File: src/rtl/bx_dispatch_ctrl_pkg.sv
// Shared types and default sizes for the blockBX dispatch controller.
package bx_dispatch_ctrl_pkg;
  localparam int BX_DATA_W = 32;
  localparam int BX_DEPTH  = 4;
  localparam int BX_CNT_W  = 16;

  typedef enum logic [1:0] {BX_IDLE, BX_CREQ, BX_SEND} bx_disp_state_e;
  typedef enum logic {BX_DEST_Y, BX_DEST_Z} bx_dest_e;

  typedef struct packed {
    logic                 need_c;
    bx_dest_e             dest;
    logic [BX_DATA_W-1:0] data;
  } bx_disp_entry_t;
endpackage

File: src/rtl/bx_dispatch_ctrl_if.sv
// Handshake bundle between blockBX dst port and the Y/Z/C source ports.
interface bx_dispatch_ctrl_if import bx_dispatch_ctrl_pkg::*; #(
  parameter int DATA_W = BX_DATA_W,
  parameter int CNT_W  = BX_CNT_W
) ();
  logic              in_vld, in_rdy, in_dest, in_need_c;
  logic [DATA_W-1:0] in_data;
  logic              y_vld, y_rdy, z_vld, z_rdy, c_req, c_ack;
  logic [DATA_W-1:0] y_data, z_data, c_data;
  logic [CNT_W-1:0]  y_cnt, z_cnt;

  modport slave (
    input  in_vld, in_data, in_dest, in_need_c, y_rdy, z_rdy, c_ack,
    output in_rdy, y_vld, y_data, z_vld, z_data, c_req, c_data, y_cnt, z_cnt
  );
  modport master (
    output in_vld, in_data, in_dest, in_need_c, y_rdy, z_rdy, c_ack,
    input  in_rdy, y_vld, y_data, z_vld, z_data, c_req, c_data, y_cnt, z_cnt
  );
endinterface

File: src/rtl/bx_sync_fifo.sv
// In-order entry buffer; pointers carry one extra wrap bit to tell full from empty.
module bx_sync_fifo import bx_dispatch_ctrl_pkg::*; #(
  parameter int DEPTH = BX_DEPTH
) (
  input  logic           clk,
  input  logic           rst_n,
  input  logic           push_i,
  input  logic           pop_i,
  input  bx_disp_entry_t data_i,
  output bx_disp_entry_t head_o,
  output logic           full_o,
  output logic           empty_o
);
  localparam int AW = $clog2(DEPTH);

  logic [AW:0]    wptr_q, rptr_q;
  bx_disp_entry_t mem_q [DEPTH];

  assign full_o  = (wptr_q[AW] != rptr_q[AW]) && (wptr_q[AW-1:0] == rptr_q[AW-1:0]);
  assign empty_o = (wptr_q == rptr_q);
  assign head_o  = mem_q[rptr_q[AW-1:0]];

  always_ff @(posedge clk or negedge rst_n) begin
    if (!rst_n) begin
      wptr_q <= '0;
      rptr_q <= '0;
    end else begin
      if (push_i && !full_o) wptr_q <= wptr_q + (AW+1)'(1);
      if (pop_i && !empty_o) rptr_q <= rptr_q + (AW+1)'(1);
    end
  end

  // Payload storage needs no reset: nothing reads it until a push lands.
  always_ff @(posedge clk) begin
    if (push_i && !full_o) mem_q[wptr_q[AW-1:0]] <= data_i;
  end
endmodule

File: src/rtl/bx_dispatch_ctrl.sv
// blockBX scheduler: buffers input transactions and steers the FIFO head to Y or Z,
// optionally after a req/ack exchange with C.
module bx_dispatch_ctrl import bx_dispatch_ctrl_pkg::*; #(
  parameter int DEPTH = BX_DEPTH,
  parameter int CNT_W = BX_CNT_W
) (
  input logic         clk,
  input logic         rst_n,
  bx_dispatch_ctrl_if.slave bus
);
  bx_disp_state_e   state_q, state_d;
  bx_disp_entry_t   head, wr_entry;
  logic             full, empty, rdy_q, push, pop;
  logic             y_vld, z_vld, c_req;
  logic [CNT_W-1:0] y_cnt_q, z_cnt_q;

  // rdy_q keeps in_rdy low while in reset and for the edge that releases it.
  assign bus.in_rdy = rdy_q & ~full;
  assign push       = bus.in_vld & bus.in_rdy;
  assign pop        = (y_vld & bus.y_rdy) | (z_vld & bus.z_rdy);
  assign wr_entry   = '{need_c: bus.in_need_c, dest: bx_dest_e'(bus.in_dest), data: bus.in_data};

  bx_sync_fifo #(.DEPTH(DEPTH)) u_fifo (
    .clk     (clk),
    .rst_n   (rst_n),
    .push_i  (push),
    .pop_i   (pop),
    .data_i  (wr_entry),
    .head_o  (head),
    .full_o  (full),
    .empty_o (empty)
  );

  always_ff @(posedge clk or negedge rst_n) begin
    if (!rst_n) begin
      state_q <= BX_IDLE;
      rdy_q   <= 1'b0;
    end else begin
      state_q <= state_d;
      rdy_q   <= 1'b1;
    end
  end

  always_comb begin
    state_d = state_q;
    y_vld   = 1'b0;
    z_vld   = 1'b0;
    c_req   = 1'b0;
    case (state_q)
      BX_IDLE: if (!empty) state_d = head.need_c ? BX_CREQ : BX_SEND;
      BX_CREQ: begin
        c_req = 1'b1;
        if (bus.c_ack) state_d = BX_SEND;
      end
      BX_SEND: begin
        y_vld = (head.dest == BX_DEST_Y);
        z_vld = (head.dest == BX_DEST_Z);
        if (pop) state_d = BX_IDLE;
      end
      default: state_d = BX_IDLE;
    endcase
  end

  // Payloads are forced to zero whenever their qualifier is low.
  assign bus.y_vld  = y_vld;
  assign bus.z_vld  = z_vld;
  assign bus.c_req  = c_req;
  assign bus.y_data = y_vld ? head.data : '0;
  assign bus.z_data = z_vld ? head.data : '0;
  assign bus.c_data = c_req ? head.data : '0;

  always_ff @(posedge clk or negedge rst_n) begin
    if (!rst_n) begin
      y_cnt_q <= '0;
      z_cnt_q <= '0;
    end else begin
      if (y_vld && bus.y_rdy && y_cnt_q != '1) y_cnt_q <= y_cnt_q + CNT_W'(1);
      if (z_vld && bus.z_rdy && z_cnt_q != '1) z_cnt_q <= z_cnt_q + CNT_W'(1);
    end
  end

  assign bus.y_cnt = y_cnt_q;
  assign bus.z_cnt = z_cnt_q;
endmodule

File: src/flat_wrapper.sv
// flat-port wrapper written by rule: the top's interface ports become plain ports
module bx_dispatch_ctrl_flat import bx_dispatch_ctrl_pkg::*;
#(
  parameter int DEPTH = BX_DEPTH,
  parameter int CNT_W = BX_CNT_W
)
  (clk, rst_n, bus_in_vld, bus_in_data, bus_in_dest, bus_in_need_c, bus_y_rdy, bus_z_rdy, bus_c_ack, bus_in_rdy, bus_y_vld, bus_y_data, bus_z_vld, bus_z_data, bus_c_req, bus_c_data, bus_y_cnt, bus_z_cnt);
  bx_dispatch_ctrl_if #(.CNT_W(CNT_W)) bus_i ();
  input logic clk;
  input logic rst_n;
  input wire logic [$bits(bus_i.in_vld)-1:0] bus_in_vld;
  input wire logic [$bits(bus_i.in_data)-1:0] bus_in_data;
  input wire logic [$bits(bus_i.in_dest)-1:0] bus_in_dest;
  input wire logic [$bits(bus_i.in_need_c)-1:0] bus_in_need_c;
  input wire logic [$bits(bus_i.y_rdy)-1:0] bus_y_rdy;
  input wire logic [$bits(bus_i.z_rdy)-1:0] bus_z_rdy;
  input wire logic [$bits(bus_i.c_ack)-1:0] bus_c_ack;
  output wire logic [$bits(bus_i.in_rdy)-1:0] bus_in_rdy;
  output wire logic [$bits(bus_i.y_vld)-1:0] bus_y_vld;
  output wire logic [$bits(bus_i.y_data)-1:0] bus_y_data;
  output wire logic [$bits(bus_i.z_vld)-1:0] bus_z_vld;
  output wire logic [$bits(bus_i.z_data)-1:0] bus_z_data;
  output wire logic [$bits(bus_i.c_req)-1:0] bus_c_req;
  output wire logic [$bits(bus_i.c_data)-1:0] bus_c_data;
  output wire logic [$bits(bus_i.y_cnt)-1:0] bus_y_cnt;
  output wire logic [$bits(bus_i.z_cnt)-1:0] bus_z_cnt;
  assign bus_i.in_vld = bus_in_vld;
  assign bus_i.in_data = bus_in_data;
  assign bus_i.in_dest = bus_in_dest;
  assign bus_i.in_need_c = bus_in_need_c;
  assign bus_i.y_rdy = bus_y_rdy;
  assign bus_i.z_rdy = bus_z_rdy;
  assign bus_i.c_ack = bus_c_ack;
  assign bus_in_rdy = bus_i.in_rdy;
  assign bus_y_vld = bus_i.y_vld;
  assign bus_y_data = bus_i.y_data;
  assign bus_z_vld = bus_i.z_vld;
  assign bus_z_data = bus_i.z_data;
  assign bus_c_req = bus_i.c_req;
  assign bus_c_data = bus_i.c_data;
  assign bus_y_cnt = bus_i.y_cnt;
  assign bus_z_cnt = bus_i.z_cnt;
  bx_dispatch_ctrl #(.DEPTH(DEPTH), .CNT_W(CNT_W)) u_core (.clk(clk), .rst_n(rst_n), .bus(bus_i));
endmodule
File: config.mk
export PLATFORM = sky130hd
export DESIGN_NAME = bx_dispatch_ctrl_flat
export DESIGN_NICKNAME = d
export VERILOG_FILES = /design/src/rtl/bx_dispatch_ctrl_pkg.sv /design/src/rtl/bx_dispatch_ctrl_if.sv /design/src/rtl/bx_sync_fifo.sv /design/src/rtl/bx_dispatch_ctrl.sv /design/src/flat_wrapper.sv
export SDC_FILE = /design/constraint.sdc
export NUM_CORES = 1
export LEC_CHECK = 0
export CAP_MARGIN = 20
export CORE_AREA = 5 5 155 157
export DETAILED_ROUTE_END_ITERATION = 8
export DIE_AREA = 0 0 160 162
export PLACE_DENSITY = 0.68
export SLEW_MARGIN = 5
export SYNTH_ARGS = -nofsm -noshare
export SYNTH_HDL_FRONTEND = slang
export SYNTH_SLANG_ARGS = --single-unit
File: constraint.sdc
create_clock -name clk -period 3.7 [get_ports clk]
set_input_delay 0.555 -clock clk [delete_from_list [all_inputs] [get_ports clk]]
set_output_delay 0.555 -clock clk [all_outputs]
set_load 0.01 [all_outputs]
; ---- Word-level counts from Yosys, hierarchy flattened
; Memory sizes are Yosys's and may differ from the RTL's.
; Cells that the tools add are included.
[totals]
register_bits = 41
latch_bits = 0
mem_bits_rw = 136
mem_bits_ro = 0
in_bits = 40
output_inout_bits = 132
elab_cells = 52
n_memories = 1
[op_classes]
addsub = 4
n_mul = 0
n_div = 0
magnitude_cmp = 0
eq_ne = 10
shift = 0
n_mux = 13
bitwise = 7
n_reduce_logical = 11
[memory_table]
columns = name, depth, width, read_ports, rd_ports_with_merged_regs, write_ports, line_no
row1 = u_core.u_fifo.mem_q, 4, 34, 1, 0, 1, bx_sync_fifo.sv:17  ; bx_disp_entry_t mem_q [DEPTH];
[op_table]
columns = operator, count
row1 = two-way mux 32 bit, 3
row2 = adder 16 x 1 -> 16 bit (second input constant), 2
row3 = != test 16 bit (second input constant), 2
row4 = two-way mux 2 bit, 4
row5 = logical AND 1 bit, 7
row6 = adder 3 x 1 -> 3 bit (second input constant), 2
row7 = != test 2 bit (second input constant), 3
row8 = one-hot mux 2 bit (3 select lines), 1
row9 = two-way mux 1 bit, 5
row10 = AND 1 bit, 4
row11 = == test 3 bit, 1
row12 = AND reduction 3 bit, 1
row13 = == test 2 x 1 -> 1 bit (second input constant), 1
row14 = == test 2 bit, 1
row15 = == test 2 bit (second input constant), 1
row16 = logical NOT 1 bit, 2
row17 = logical NOT 2 bit, 1
row18 = NOT 1 bit, 2
row19 = != test 1 bit, 1
row20 = bitwise OR 1 bit, 1

; ---- Depth between registers and ports, before layout
[logic_depth]
word_depth = 8
mapped_depth = 8

; ---- Modules after synthesis
; Synthesis repeated with hierarchy kept, for this count alone.
[unflattened]
hier_cells = 507
area_unflattened_um2 = 7896.3
[modules_own_cells]
columns = module, instances, cells_per_inst, area_each_um2
row1 = bx_sync_fifo, 1, 226, 5405.2
row2 = bx_dispatch_ctrl, 1, 281, 2491.1

; ---- Worst setup path after synthesis
; No wires, ideal clock.
[synth_timing]
kind = register -> register
startpoint = register u_core.u_fifo.rptr_q[0]
endpoint = memory u_core.u_fifo.mem_q[3][0] in the netlist's numbering, enable pin
setup_time_ns = 0.396
arrival_ns = 2.264
setup_slack_ns = 1.040
stages_incl_launch_ff = 6
period_less_slack_ns = 2.660
cell_sequence = dfrtp_1 -> buf_6 -> xor2_1 -> nor2_1 -> a21boi_0 -> and3_1
[synth_between]
elab_chain_cells = 8
elab_cells_between_ends = 9
cone_classes = 1 x eq/ne / 2 x mux / 3 x bitwise / 3 x reduce/logical
[synth_rtl]
columns = item, line_no
row1 = "start, declared", bx_sync_fifo.sv:16  ; logic [AW:0] wptr_q, rptr_q;
row2 = "start signal, assigned", bx_sync_fifo.sv:29  ; if (pop_i && !empty_o) rptr_q <= rptr_q + (AW+1)'(1);
row3 = == test 2 bit, bx_sync_fifo.sv:19  ; assign full_o = (wptr_q[AW] != rptr_q[AW]) && (wptr_q[AW-1:0] == rptr_q[AW-1:0]);
row4 = logical AND 1 bit, bx_sync_fifo.sv:19
row5 = NOT 1 bit, bx_dispatch_ctrl.sv:18  ; assign bus.in_rdy = rdy_q & ~full;
row6 = AND 1 bit, bx_dispatch_ctrl.sv:18
row7 = net bus_in_rdy, flat_wrapper.sv:18  ; output wire logic [$bits(bus_i.in_rdy)-1:0] bus_in_rdy;
row8 = AND 1 bit, bx_dispatch_ctrl.sv:19  ; assign push = bus.in_vld & bus.in_rdy;
row9 = logical AND 1 bit, bx_sync_fifo.sv:35  ; if (push_i && !full_o) mem_q[wptr_q[AW-1:0]] <= data_i;
row10 = two-way mux 1 bit, bx_sync_fifo.sv:35
row11 = two-way mux 1 bit (implied by the code), bx_sync_fifo.sv:35
row12 = "end, declared", bx_sync_fifo.sv:17
; The timed path passes the listed nets, and every way through them passes these cells.

; ---- Worst setup path in the final report
[layout_timing]
startpoint = register u_core.u_fifo.rptr_q[1]
endpoint = output bus_y_data[22]
[layout_between]
elab_chain_cells = 4
[layout_rtl]
columns = item, line_no
row1 = memory (4 x 34 bit) (*), --
row2 = NOT 1 bit, bx_dispatch_ctrl.sv:56  ; y_vld = (head.dest == BX_DEST_Y);
row3 = two-way mux 1 bit, bx_dispatch_ctrl.sv:49  ; case (state_q)
row4 = two-way mux 32 bit (*), bx_dispatch_ctrl.sv:68  ; assign bus.y_data = y_vld ? head.data : '0;
row5 = "end, declared", flat_wrapper.sv:20  ; output wire logic [$bits(bus_i.y_data)-1:0] bus_y_data;
; Every way passes the cells marked *; elsewhere a longest branch is shown, timed or not.

==> results.md <==
* RSZ-0062 raised after global routing: no
* Clock Latency Late Sink at 420 ps
* Vias in the first global route at 4933
* Global route overflow at 0
* Vias at 4519
* Crit path DAT at 2640 ps
* # IOs at 172
* Maximum clock path buffer count at 2
* Leakage at 3.63 nW
* CTS tree: done
* R2R Path End: u_core.u_fifo.mem_q[3][25]
* Routed WL at 17500 um
* Max Clk Rate at 313 MHz
* Top Family by Delay on Critical Path: buffers and inverters
* Post-layout nets at 688
* Setup violators final at 0
* Mapped Nets at 507
* Levels on crit path at 5
* Post-CTS Setup Repair Bufs at 0
* Max cap viols at 0
* Buf/Inv on CP at 2
* CP Max Fanout at 17
* WL/cell at 18.6 um
* Critical Path End: bus_y_data[22]
* Layout area overhead at 36.7%
* PortBufs at 171
* Commonest cells post-synth: edfxtp_1 (136), and2_1 (97), dfrtp_1 (41)
* Worst reg2reg path startpoint: u_core.u_fifo.rptr_q[0]
* Global-route wire length before repair at 27300 um
* Leading area contributor after synthesis: edfxtp_1
* Asr flop ratio synth at 23.2%
* Cell Chain, Critical Path: mux4_2 -> nor2_4 -> buf_4 -> and2_1 -> clkdlybuf4s50_1
* Status: finished clean
* YS warnings at 0
* Synth Flop Type: edfxtp_1
* Initial antenna violation count at 4
* Resized cells post-CTS at 0
* Root Buffer: clkbuf_16
* Peak VDD IR at 0.337 mV
* Starting Density at 33.7%
* Post-DRT Antenna Nets at 0
* Synth cell types at 37
* FP Rows at 55
* Setup crit end kind: output port
* GRT Overall Usage at 13.7%
* Via density at 4.81
* CTS Sinks at 177
* Max stage delay on crit path at 580 ps
* Post-synth top area share at 54.3%
* Post-CTS Hold Buffers at 0
* FF+latch count, synth at 177
* Final hold vios at 0
* TritonRoute pass-1 iters at 5
* Final period utilization at 86.3%
* Most common cell in the synthesized netlist: edfxtp_1
* R2R cell count at 6
* RePlAce Congestion at 0.713
* Post-synth EDFFs at 136
* Worst min path class: in2async
* Share of cells above drive strength 1 at 14.0%
* Crit Path Class: reg2out
* Power Density at 691 mW/mm2
* Top cells by area, synth: edfxtp_1 (54%), dfrtp_1 (14%), mux4_2 (10%)
* Mapped Avg Cell Area at 16.4 um2
* Fin util at 46.0%
* Final Skew at 8.88 ps
* Worst Tran Pin Value at 938 ps
* Min cycle time layout at 3190 ps
* Core ar. at 0.0224 mm2
* Req. time, crit path at 3140 ps
* H-tree levels at 4
* Seq/Total Area, Yosys at 67.9%
* Mapped Area at 0.00753 mm2
* Slew margin rel. at 37.4%
* Post-DP HPWL at 12100 um
* Crit start category: register
* Die ar. at 0.0259 mm2
* Cells after Synth at 460
* Largest net degree at the start of global routing at 42
* CTS Buf Count at 17
* Critical Path Source: u_core.u_fifo.rptr_q[1]
* Die H at 162 um
* Clock Pin Slew Worst Setup and Hold Paths at 70 ps
* DRC at 0
* R2R Setup Slk at 1050 ps
* Initial DRC Count at 200
* Setup TNS at 0 ps
* CP max stage cell: clkdlybuf4s50_1
* Final Slew Violations at 0
* Die X at 160 um
==> flip-flops by register name, indices dropped and copies added (netlist names) <==
name / count
u_core.state_q: 2
u_core.u_fifo.wptr_q: 3
u_core.u_fifo.mem_q: 136
u_core.u_fifo.rptr_q: 3
u_core.rdy_q: 1
u_core.bus.y_cnt: 16
u_core.bus.z_cnt: 16
==> how the worst min path moves through the flow <==
stage	start	end	slack (ps)
2_1_floorplan	rst_n	u_core.bus.y_cnt[0]	260
3_3_place_gp	u_core.bus.y_cnt[9]	u_core.bus.y_cnt[9]	470
3_5_place_dp	u_core.u_fifo.wptr_q[2]	u_core.u_fifo.wptr_q[2]	490
4_1_cts	rst_n	u_core.bus.z_cnt[7]	290
5_1_grt	rst_n	u_core.bus.z_cnt[11]	340
6_report	rst_n	u_core.bus.z_cnt[11]	280
==> cells in the final DEF (no fill, tap or decap), drive strengths merged, types with 2 or more instances in the layout <==
cell type      count
or3b               2
clkinvlp           2
xnor2             25
nand2b             3
nor2               9
buf               12
and3              13
bufinv             5
diode              2
dfrtp             41
ha                 7
clkinv             3
edfxtp           136
clkdlybuf4s50    170
and2              97
nand3              9
mux2i              2
mux2               5
nor3               3
inv                5
mux4              34
xor2              10
a21oi              3
o21ai              2
nand4             15
clkbuf            17
nand2             11
and4               2
==> worst register-to-register path, delay by kind of cell (launching register included) <==
family,cells,cell delay (ps)
compound gates,1,480
simple gates,2,690
flops,1,390
xor+xnor,1,230
buf+inv,2,560
==> per-stage QoR <==
step	cell area (um2)	total power [mW]	hold WS, ps	worst slack, ps	instances
floorplan	7530	3.99	259	1040	460
global placement	9650	5.19	474	932	907
detailed placement	9650	5.27	487	880	907
CTS	10300	7.21	292	425	937
global route	10300	7.50	338	350	939
finish	10300	7.11	276	508	939
==> logic make-up (layout without fill, tap and decap cells) <==
| family | count (synthesis) | in the layout | synth area share [%] |
|---|---|---|---|
| buffers and inverters | 22 | 214 | 1.36 |
| other | 1 | 3 | 0.0498 |
| muxes | 41 | 41 | 11.2 |
| DFF | 177 | 177 | 67.9 |
| xor gates and xnor gates | 35 | 35 | 4.07 |
| adders and majority gates | 7 | 7 | 1.16 |
| AOI/OAI and AO/OA | 8 | 8 | 0.648 |
| and+or+nand+nor | 169 | 169 | 13.6 |
==> report_power, final <==
part / total [mW] / internal (mW) / leakage, nW / switching, mW
registers: 2.59 / 2.43 / 1.77 / 0.164
clock network: 1.93 / 1.19 / 0.304 / 0.739
logic: 2.59 / 1.36 / 1.55 / 1.22
==> cell type report <==
| type | instances | area (um2) |
|---|---|---|
| clock buffer | 17 | 425 |
| multi-input combinational | 261 | 2320 |
| sequential | 177 | 5110 |
| inverter | 2 | 7.51 |
| fill | 1901 | 12100 |
| tap | 285 | 357 |
| clock inverter | 13 | 209 |
| timing repair buffer | 182 | 1850 |
| antenna | 2 | 5.00 |
==> metal layers <==
metal | routed length [um] | vias up | global-route usage [%] | share of wire (%)
li1 | - | 2074 | - | -
met1 | 6940 | 2259 | 15.5 | 40
met2 | 8930 | 153 | 23.6 | 51
met3 | 1140 | 31 | 4.77 | 6.5
met4 | 465 | 2 | 5.79 | 2.7
met5 | 11 | - | 0 | 0.063
(Power assumes the default switching activity.)
